**src/rtl/fetch_prefetch_unit.sv**
```systemverilog
// fetch_prefetch_unit
//   Instruction fetch stage. Owns the PC, issues word fetches to instruction
//   memory (valid/ready request, in-order responses) and buffers returned
//   instructions in a small FIFO presented to decode with a valid/ready handshake.
//   A redirect flushes the FIFO, reloads the PC and drops every response still
//   in flight for the old stream.
//
// Optional feature macro: FETCH_MISALIGN_CHECK_EN
//   Defined:   a redirect to a non-word-aligned PC enters a sticky fault state
//              (fetch_fault=1, no fetching) until an aligned redirect or reset.
//   Undefined: fetch_fault is tied 0 and redirect_pc[1:0] is forced to 00.
//
// Ports:
//   clock, reset_n                      clock (rising edge), async active-low reset
//   imem_req_valid/ready/addr           fetch request channel
//   imem_resp_valid/data                in-order fetch responses
//   inst_valid/ready, inst, inst_pc     FIFO head towards decode
//   redirect_valid, redirect_pc         PC redirect from the execute side
//   fetch_fault                         misaligned-redirect flag
module fetch_prefetch_unit #(
    parameter logic [31:0] INITIAL_PC      = 32'h0040_0000,
    parameter int unsigned FIFO_DEPTH      = 2,
    parameter int unsigned MAX_OUTSTANDING = 2
) (
    input  logic        clock,
    input  logic        reset_n,
    output logic        imem_req_valid,
    input  logic        imem_req_ready,
    output logic [31:0] imem_req_addr,
    input  logic        imem_resp_valid,
    input  logic [31:0] imem_resp_data,
    output logic        inst_valid,
    input  logic        inst_ready,
    output logic [31:0] inst,
    output logic [31:0] inst_pc,
    input  logic        redirect_valid,
    input  logic [31:0] redirect_pc,
    output logic        fetch_fault
);
    localparam int unsigned   PW        = $clog2(FIFO_DEPTH);
    localparam int unsigned   CW        = $clog2(FIFO_DEPTH + 1);
    localparam logic [CW-1:0] DEPTH_C   = CW'(FIFO_DEPTH);
    localparam logic [CW-1:0] MAX_OUT_C = CW'(MAX_OUTSTANDING);

    typedef enum logic [1:0] {StFetch, StFlush, StFault} state_e;

    state_e        state_q;
    logic          active_q;  // keeps imem_req_valid low while reset is asserted
    logic [31:0]   fetch_pc_q;
    logic [31:0]   resp_pc_q;
    logic [CW-1:0] outstanding_q;
    logic [CW-1:0] drop_cnt_q;
    logic [CW-1:0] count_q;
    logic [PW-1:0] rd_ptr_q;
    logic [PW-1:0] wr_ptr_q;
    logic [31:0]   buf_inst_q [FIFO_DEPTH];
    logic [31:0]   buf_pc_q   [FIFO_DEPTH];

    logic [CW:0]   credits_used;
    logic [CW-1:0] outstanding_nx;
    logic [CW-1:0] count_nx;
    logic          accept;
    logic          push;
    logic          pop;
    logic          misaligned;
    logic [31:0]   redirect_target;

`ifdef FETCH_MISALIGN_CHECK_EN
    logic fault_q;
    assign misaligned      = (redirect_pc[1:0] != 2'b00);
    assign redirect_target = redirect_pc;
    assign fetch_fault     = fault_q;
`else
    logic unused_redirect_lsbs;
    assign unused_redirect_lsbs = ^redirect_pc[1:0];
    assign misaligned           = 1'b0;
    assign redirect_target      = {redirect_pc[31:2], 2'b00};
    assign fetch_fault          = 1'b0;
`endif

    // Every issued request reserves a FIFO slot, so the FIFO can never overflow.
    assign credits_used   = {1'b0, outstanding_q} + {1'b0, count_q};
    assign imem_req_valid = active_q && (state_q == StFetch)
                            && (credits_used < {1'b0, DEPTH_C})
                            && (outstanding_q < MAX_OUT_C);
    assign imem_req_addr  = fetch_pc_q;

    assign inst_valid = (count_q != '0);
    assign inst       = buf_inst_q[rd_ptr_q];
    assign inst_pc    = buf_pc_q[rd_ptr_q];

    assign accept = imem_req_valid && imem_req_ready;
    assign pop    = inst_valid && inst_ready;
    // Responses in a redirect cycle belong to the old stream and are never kept.
    assign push   = imem_resp_valid && (drop_cnt_q == '0) && !redirect_valid
                    && (state_q != StFault);

    assign outstanding_nx = outstanding_q + CW'(accept) - CW'(imem_resp_valid);
    assign count_nx       = count_q + CW'(push) - CW'(pop);

    always_ff @(posedge clock or negedge reset_n) begin
        if (!reset_n) begin
            state_q       <= StFetch;
            active_q      <= 1'b0;
            fetch_pc_q    <= INITIAL_PC;
            resp_pc_q     <= INITIAL_PC;
            outstanding_q <= '0;
            drop_cnt_q    <= '0;
            count_q       <= '0;
            rd_ptr_q      <= '0;
            wr_ptr_q      <= '0;
            for (int unsigned i = 0; i < FIFO_DEPTH; i++) begin
                buf_inst_q[i] <= '0;
                buf_pc_q[i]   <= '0;
            end
`ifdef FETCH_MISALIGN_CHECK_EN
            fault_q       <= 1'b0;
`endif
        end else begin
            active_q      <= 1'b1;
            outstanding_q <= outstanding_nx;
            if (redirect_valid) begin
                // Everything still in flight after this cycle is stale.
                count_q    <= '0;
                rd_ptr_q   <= '0;
                wr_ptr_q   <= '0;
                fetch_pc_q <= redirect_target;
                resp_pc_q  <= redirect_target;
                drop_cnt_q <= outstanding_nx;
                if (misaligned) begin
                    state_q <= StFault;
                end else if (outstanding_nx != '0) begin
                    state_q <= StFlush;
                end else begin
                    state_q <= StFetch;
                end
`ifdef FETCH_MISALIGN_CHECK_EN
                fault_q <= misaligned;
`endif
            end else begin
                if (accept) begin
                    fetch_pc_q <= fetch_pc_q + 32'd4;
                end
                if (imem_resp_valid && (drop_cnt_q != '0)) begin
                    drop_cnt_q <= drop_cnt_q - CW'(1);
                    if ((state_q == StFlush) && (drop_cnt_q == CW'(1))) begin
                        state_q <= StFetch;
                    end
                end
                if (push) begin
                    buf_inst_q[wr_ptr_q] <= imem_resp_data;
                    buf_pc_q[wr_ptr_q]   <= resp_pc_q;
                    wr_ptr_q             <= wr_ptr_q + PW'(1);
                    resp_pc_q            <= resp_pc_q + 32'd4;
                end
                if (pop) begin
                    rd_ptr_q <= rd_ptr_q + PW'(1);
                end
                count_q <= count_nx;
            end
        end
    end

`ifndef SYNTHESIS
    fifo_no_overflow: assert property (@(posedge clock) disable iff (!reset_n)
        !(push && !pop && (count_q == DEPTH_C)));
    resp_has_request: assert property (@(posedge clock) disable iff (!reset_n)
        !(imem_resp_valid && (outstanding_q == '0)));
`endif

endmodule
```
**config.mk**
```make
export PLATFORM = sky130hd
export DESIGN_NAME = fetch_prefetch_unit
export DESIGN_NICKNAME = d
export VERILOG_FILES = /design/src/rtl/fetch_prefetch_unit.sv
export SDC_FILE = /design/constraint.sdc
export NUM_CORES = 1
export LEC_CHECK = 0
export BUFFER_PORTS_ARGS = -buffer_cell sky130_fd_sc_hd__buf_2
export CORE_MARGIN = 5
export CORE_UTILIZATION = 50
export DETAILED_ROUTE_END_ITERATION = 8
export PLACE_DENSITY = 0.72
export SLEW_MARGIN = 20
export SYNTH_ARGS = -nofsm -noshare
export SYNTH_HDL_FRONTEND = slang
export SYNTH_SLANG_ARGS = --single-unit
```
**constraint.sdc**
```tcl
create_clock -name clock -period 3.6 [get_ports clock]
set_clock_uncertainty 0.15 [all_clocks]
set_input_delay 0.54 -clock clock [delete_from_list [all_inputs] [get_ports clock]]
set_output_delay 0.54 -clock clock [all_outputs]
set_load 0.02 [all_outputs]
```
After elaboration in Yosys (flattened, before gate mapping)
Index checks and enable logic that the tools add are counted.
{"block": "totals", "elab_cells": 83, "output_inout_bits": 99, "input_bits": 70, "regBits": 203}
{"block": "classes", "eq_ne": 3, "bitwise_logic": 3, "magnitude_cmp": 5, "n_addsub": 10, "n_mux": 25, "n_reduce_logical": 24}
{"cell": "$mux 32", "count": 11}
{"cell": "$bwmux 64", "count": 2}
{"cell": "$add 32x3->32 const B", "count": 2}
{"cell": "$demux 32 s1", "count": 1}
{"cell": "$reduce_bool 2->1", "count": 8}
{"cell": "$mux 2", "count": 6}
{"cell": "$logic_and 1x1->1", "count": 11}
{"cell": "$mux 1", "count": 5}
{"cell": "$add 2x1->2", "count": 2}
{"cell": "$eq 2x1->1 const B", "count": 2}
{"cell": "$ge 2x2->1 const B", "count": 2}
{"cell": "$logic_not 2->1", "count": 2}
{"cell": "$not 1->2", "count": 2}
{"cell": "$reduce_and 2->1", "count": 2}
{"cell": "$sub 2x1->2", "count": 2}
{"cell": "$add 2x2->3", "count": 1}
{"cell": "$lt 3x2->1 const B", "count": 1}
{"cell": "$add 1x1->1 const B", "count": 2}
{"cell": "$lt 2x1->1 const B", "count": 1}
{"cell": "$lt 2x2->1 const B", "count": 1}
{"cell": "$ne 2x2->1 const B", "count": 1}
{"cell": "$sub 2x1->2 const B", "count": 1}
{"cell": "$logic_not 1->1", "count": 1}
{"cell": "$not 1->1", "count": 1}

Logic depth before layout (Yosys ltp)
{"block": "logic_depth", "word_depth": 10, "ltp_mapped": 13, "ltp_nobuf": 12}

Worst setup path before layout
Ideal clock, no wire load.
{"block": "synth_timing", "path_type": "register -> register", "startpoint": "register outstanding_q[0]", "endpoint": "register state_q[0]", "period_less_slack_ns": 3.043, "t_required_ns": 3.373, "n_path_buf": 1, "stages_incl_launch_ff": 14, "path_slack_ns": 0.557, "arrival_time_ns": 2.815, "setup_time_ns": 0.077, "path_cell_list": "dfrtp_1 -> and2_1 -> fa_1 -> or4b_4 -> nor2_4 -> inv_2 -> buf_6 -> ha_1 -> inv_1 -> ha_1 -> xnor2_1 -> xnor2_1 -> nor2_1 -> a21oi_1"}
{"block": "synth_via", "elab_chain_cells": 10, "word_cells_on_any_way": 11, "cone_classes": "add/sub (3); order compare (2); mux (2); reduce/logical (4)"}
{"element": "from (decl)", "line": "51", "rtl": "logic [CW-1:0] outstanding_q;"}
{"element": "from (signal assigned)", "line": "121", "rtl": "outstanding_q <= outstanding_nx;"}
{"element": "$add 2x2->3", "line": "82", "rtl": "assign credits_used = {1'b0, outstanding_q} + {1'b0, count_q};"}
{"element": "$lt 3x2->1", "line": "84", "rtl": "&& (credits_used < {1'b0, DEPTH_C})"}
{"element": "$logic_and 1x1->1", "line": "84"}
{"element": "$logic_and 1x1->1", "line": "85", "rtl": "&& (outstanding_q < MAX_OUT_C);"}
{"element": "$logic_and 1x1->1", "line": "92", "rtl": "assign accept = imem_req_valid && imem_req_ready;"}
{"element": "$add 2x1->2 (*)", "line": "98", "rtl": "assign outstanding_nx = outstanding_q + CW'(accept) - CW'(imem_resp_valid);"}
{"element": "$sub 2x1->2 (*)", "line": "98"}
{"element": "net outstanding_nx[1]", "line": "60", "rtl": "logic [CW-1:0] outstanding_nx;"}
{"element": "$reduce_bool 2->1 (*)", "line": "132", "rtl": "end else if (outstanding_nx != '0) begin"}
{"element": "$mux 1 (*)", "line": "132"}
{"element": "$mux 2 (*)", "line": "122", "rtl": "if (redirect_valid) begin"}
{"element": "to (signal assigned)", "line": "131", "rtl": "state_q <= StFault;"}
{"element": "to (signal assigned)", "line": "133", "rtl": "state_q <= StFlush;"}
{"element": "to (signal assigned)", "line": "135", "rtl": "state_q <= StFetch;"}
{"element": "to (decl)", "line": "47", "rtl": "state_e state_q;"}
Mark *: on every way through the listed nets, which the timed path passes. The rest lies on a longest branch.
A chain may end at the register's enable or synchronous reset.

Worst setup path in the final report
{"block": "layout_timing", "startpoint": "register count_q[0]", "endpoint": "register state_q[0]"}
{"block": "layout_via", "elab_chain_cells": 10}
{"element": "from (decl)", "line": "53", "rtl": "logic [CW-1:0] count_q;"}
{"element": "from (signal assigned)", "line": "159", "rtl": "count_q <= count_nx;"}
{"element": "$add 2x2->3", "line": "82"}
{"element": "$lt 3x2->1", "line": "84"}
{"element": "$logic_and 1x1->1", "line": "84"}
{"element": "$logic_and 1x1->1", "line": "85"}
{"element": "$logic_and 1x1->1", "line": "92"}
{"element": "$add 2x1->2", "line": "98"}
{"element": "$sub 2x1->2", "line": "98"}
{"element": "net outstanding_nx[1]", "line": "60"}
{"element": "$reduce_bool 2->1", "line": "132"}
{"element": "$mux 1", "line": "132"}
{"element": "$mux 2", "line": "122"}
The timed path passes the listed nets, and every way through them passes these cells.

==> impl_metrics.yaml <==
run_status:
  status: "completed"
clock_network:
  numClockSinks: 194
  cts_tree: "built"
  clk_latency_ns: 0.43
  cts-root-buf: "clkbuf_16"
  numCtsBuffers: 17
  path_clk_slew_ns: 0.08
  htreeDepth: 4
  clockBufferDepth: 2
  cts_hold_buf: 1
  ctsResizeCount: 0
  cts_setup_buffers: 0
critical_path:
  critPathLaunchType: "flip-flop"
  arrival_ns: 3.47
  crit_fanout: 12
  rr_worst_depth: 12
  timing.rr.start: "count_q[0]$_DFF_PN0_"
  r2r_slack_ns: 0.34
  crit_required_ns: 3.81
  crit_type: "reg -> reg"
  crit_path_end_kind: "flip-flop"
  worstReg2RegEnd: "state_q[0]$_DFFE_PN0P_"
final_layout:
  layout-drive-gt1-share_pct: 42.4
  final_cell_count_no_fill: 1247
  multi_input_area_mm2: 0.00457
  postLayoutCoreUtil_pct: 60.1
  syn_to_final_growth_pct: 17.4
  regArea_mm2: 0.00486
  fillerInstances: 1623
  fin_area_mm2: 0.0114
  final_nets: 1052
synthesis:
  ys_seq_area_share_pct: 50.2
  synthTopCellsByCount: "mux2_2, dfrtp_1, nor2_1"
  synthDistinctLibCells: 53
  yosysWarnings: 0
  synth-edff-count: 0
  synth_top_area_cell: "dfrtp_1"
  synth_top_area_share_pct: 49.7
  syn-instance-count: 829
  synth_most_common_cell: "mux2_2"
  avgSynthCellArea_um2: 11.7
  synth-main-ff-cell: "dfrtp_1"
  ys_top_cells_by_area: "dfrtp_1, mux2_2, nor2_1"
  synth_async_sr_flop_share_pct: 100
  synth_area_mm2: 0.00967
  synth-seq-cells: 194
sta:
  hold_slack_ns: 0.196
  period_minus_slack_ns: 3.26
  hold_violations: 0
  period_share_pct: 90.5
  max-slew-margin-rel_pct: 49.8
  tns_ns: 0
  max_freq_mhz: 307
  drv_slew: 0
  setup_violations: 0
  rsz0062_at_grt: "false"
  tightest_slew_ns: 0.754
floorplan:
  core_mm2: 0.0189
  initial_core_util_pct: 51.2
  num_io_pins: 169
  die_w_um: 149
  rows: 50
  die_area_mm2: 0.0222
  die_h_um: 149
hold_path:
  hold_path_startpoint: "imem_resp_data[12]"
  whs_path_depth: 2
  hold_end: "buf_inst_q[12]$_DFFE_PN0P_"
  hp-class: "in -> reg"
route:
  first_pass_iters: 5
  drtAntennaViolNets: 0
  drt_iter0_drc: 423
  post_drt_wl_per_cell_um: 18.1
  wl_um: 22600
  via_per_inst: 5.75
  drc: 0
  num_vias: 7170
power_and_ir_drop:
  ir_drop_v: 0.000323
  powerDensity_mw_per_mm2: 761
  p_switching_mw: 3.11
  p_seq_share_pct: 39.9
  combPwrFrac_pct: 37.9
  p_sw_share_pct: 36.0
  p_int_mw: 5.53
  pwr-share-clk_pct: 22.2
  p_leak_nw: 5.01
global_route:
  grt_util_all_layers_pct: 20.6
  grt_max_degree: 70
  grt_overflow: 0
  grt_pass1_vias: 7037
  antenna_found_initial: 1
  grt_pass1_wl_um: 36800
place:
  portBuffers: 161
  place_congestion: 0.853
  hpwl_um: 15900
  dpl_cell_area_mm2: 0.0107
  dp.cells: 1213
job:
  cap_violations: 0
[through the flow]
stage,worst slack (ns),total power [mW]
6_report,0.344,8.64
5_1_grt,0.200,9.14
4_1_cts,0.341,8.73
3_5_place_dp,0.363,6.78
3_3_place_gp,0.432,6.68
2_1_floorplan,0.557,5.73
[final cells by class]
class / count / share of cell area, %
antenna: 1 / 0.0220
tap: 260 / 2.86
clock inverter: 14 / 1.43
multi-input combinational: 575 / 40.2
clock buffer: 18 / 3.87
inverter: 10 / 0.331
sequential: 194 / 42.8
timing repair buffer: 175 / 8.45
[power groups by stage]
| stage | Clock (mW) | Combinational, mW | Sequential [mW] |
|---|---|---|---|
| detailed placement | 0 | 3.29 | 3.49 |
| global placement | 0 | 3.24 | 3.44 |
| global route | 2.05 | 3.53 | 3.56 |
| finish | 1.92 | 3.27 | 3.45 |
| CTS | 1.96 | 3.32 | 3.45 |
| floorplan | 0 | 2.39 | 3.34 |
[worst max-delay path by stage]
stage | cells after the start | end | startpoint
final | 12 | state_q[0]$_DFFE_PN0P_ | count_q[0]$_DFF_PN0_
after global routing | 12 | drop_cnt_q[1]$_DFFE_PN0P_ | count_q[0]$_DFF_PN0_
after detailed placement | 12 | state_q[0]$_DFFE_PN0P_ | count_q[0]$_DFF_PN0_
after floorplan | 13 | state_q[0]$_DFFE_PN0P_ | outstanding_q[0]$_DFF_PN0_
after CTS | 12 | state_q[0]$_DFFE_PN0P_ | count_q[0]$_DFF_PN0_
after global placement | 12 | state_q[0]$_DFFE_PN0P_ | count_q[0]$_DFF_PN0_
[placed cells by master, fill, tap and decap left out, types with 11 or more instances in the layout]
master       n
a211oi_1    18
a31oi_1     18
and3_1      13
and4_1      13
buf_2      160
clkbuf_16   17
dfrtp_1    191
mux2_2     196
nand2_1     40
nand3_1     24
nand4_1     23
nor2_1      48
nor3_1      11
nor4_1      19
o21ai_0     17
o31ai_1     13
or3_1       11
or4_1       11
xnor2_1     15
[kinds of logic after synthesis]
| group | after synthesis | synth area share, % |
|---|---|---|
| AO/OA/AOI/OAI | 94 | 6.65 |
| XOR/XNOR | 20 | 1.81 |
| adder cells (fa/ha/maj) | 9 | 1.24 |
| buffers and inverters | 64 | 2.81 |
| flip-flops | 194 | 50.2 |
| multiplexers | 197 | 22.9 |
| other | 2 | 0.0777 |
| AND/OR/NAND/NOR | 249 | 14.3 |
[routing by layer]
layer  part of all wire, %  GRT usage [%]  wire, um
met1                    46           29.9     10500
met2                    47           32.0     10500
met3                   5.8           4.04      1320
met4                   1.3           5.40       297
met5                     0              0         0
[critical path: stages (launching register included)]
cell and delay [ns]:
dfrtp_1 0.40, and2_1 0.16, fa_1 0.50, or4b_4 0.56, nor2_4 0.16, inv_2 0.13
ha_1 0.30, inv_1 0.04, ha_1 0.18, xnor2_1 0.13, xnor2_1 0.27, nor2_1 0.07
a21oi_1 0.14
[flip-flops by register name (all words and copies together), names as in the netlist]
| name | cells |
|---|---|
| count_q | 2 |
| imem_req_addr | 30 |
| wr_ptr_q | 1 |
| outstanding_q | 2 |
| state_q | 1 |
| buf_inst_q | 64 |
| active_q | 1 |
| drop_cnt_q | 2 |
| rd_ptr_q | 1 |
| buf_pc_q | 60 |
| resp_pc_q | 30 |
(Power assumes the default switching activity.)
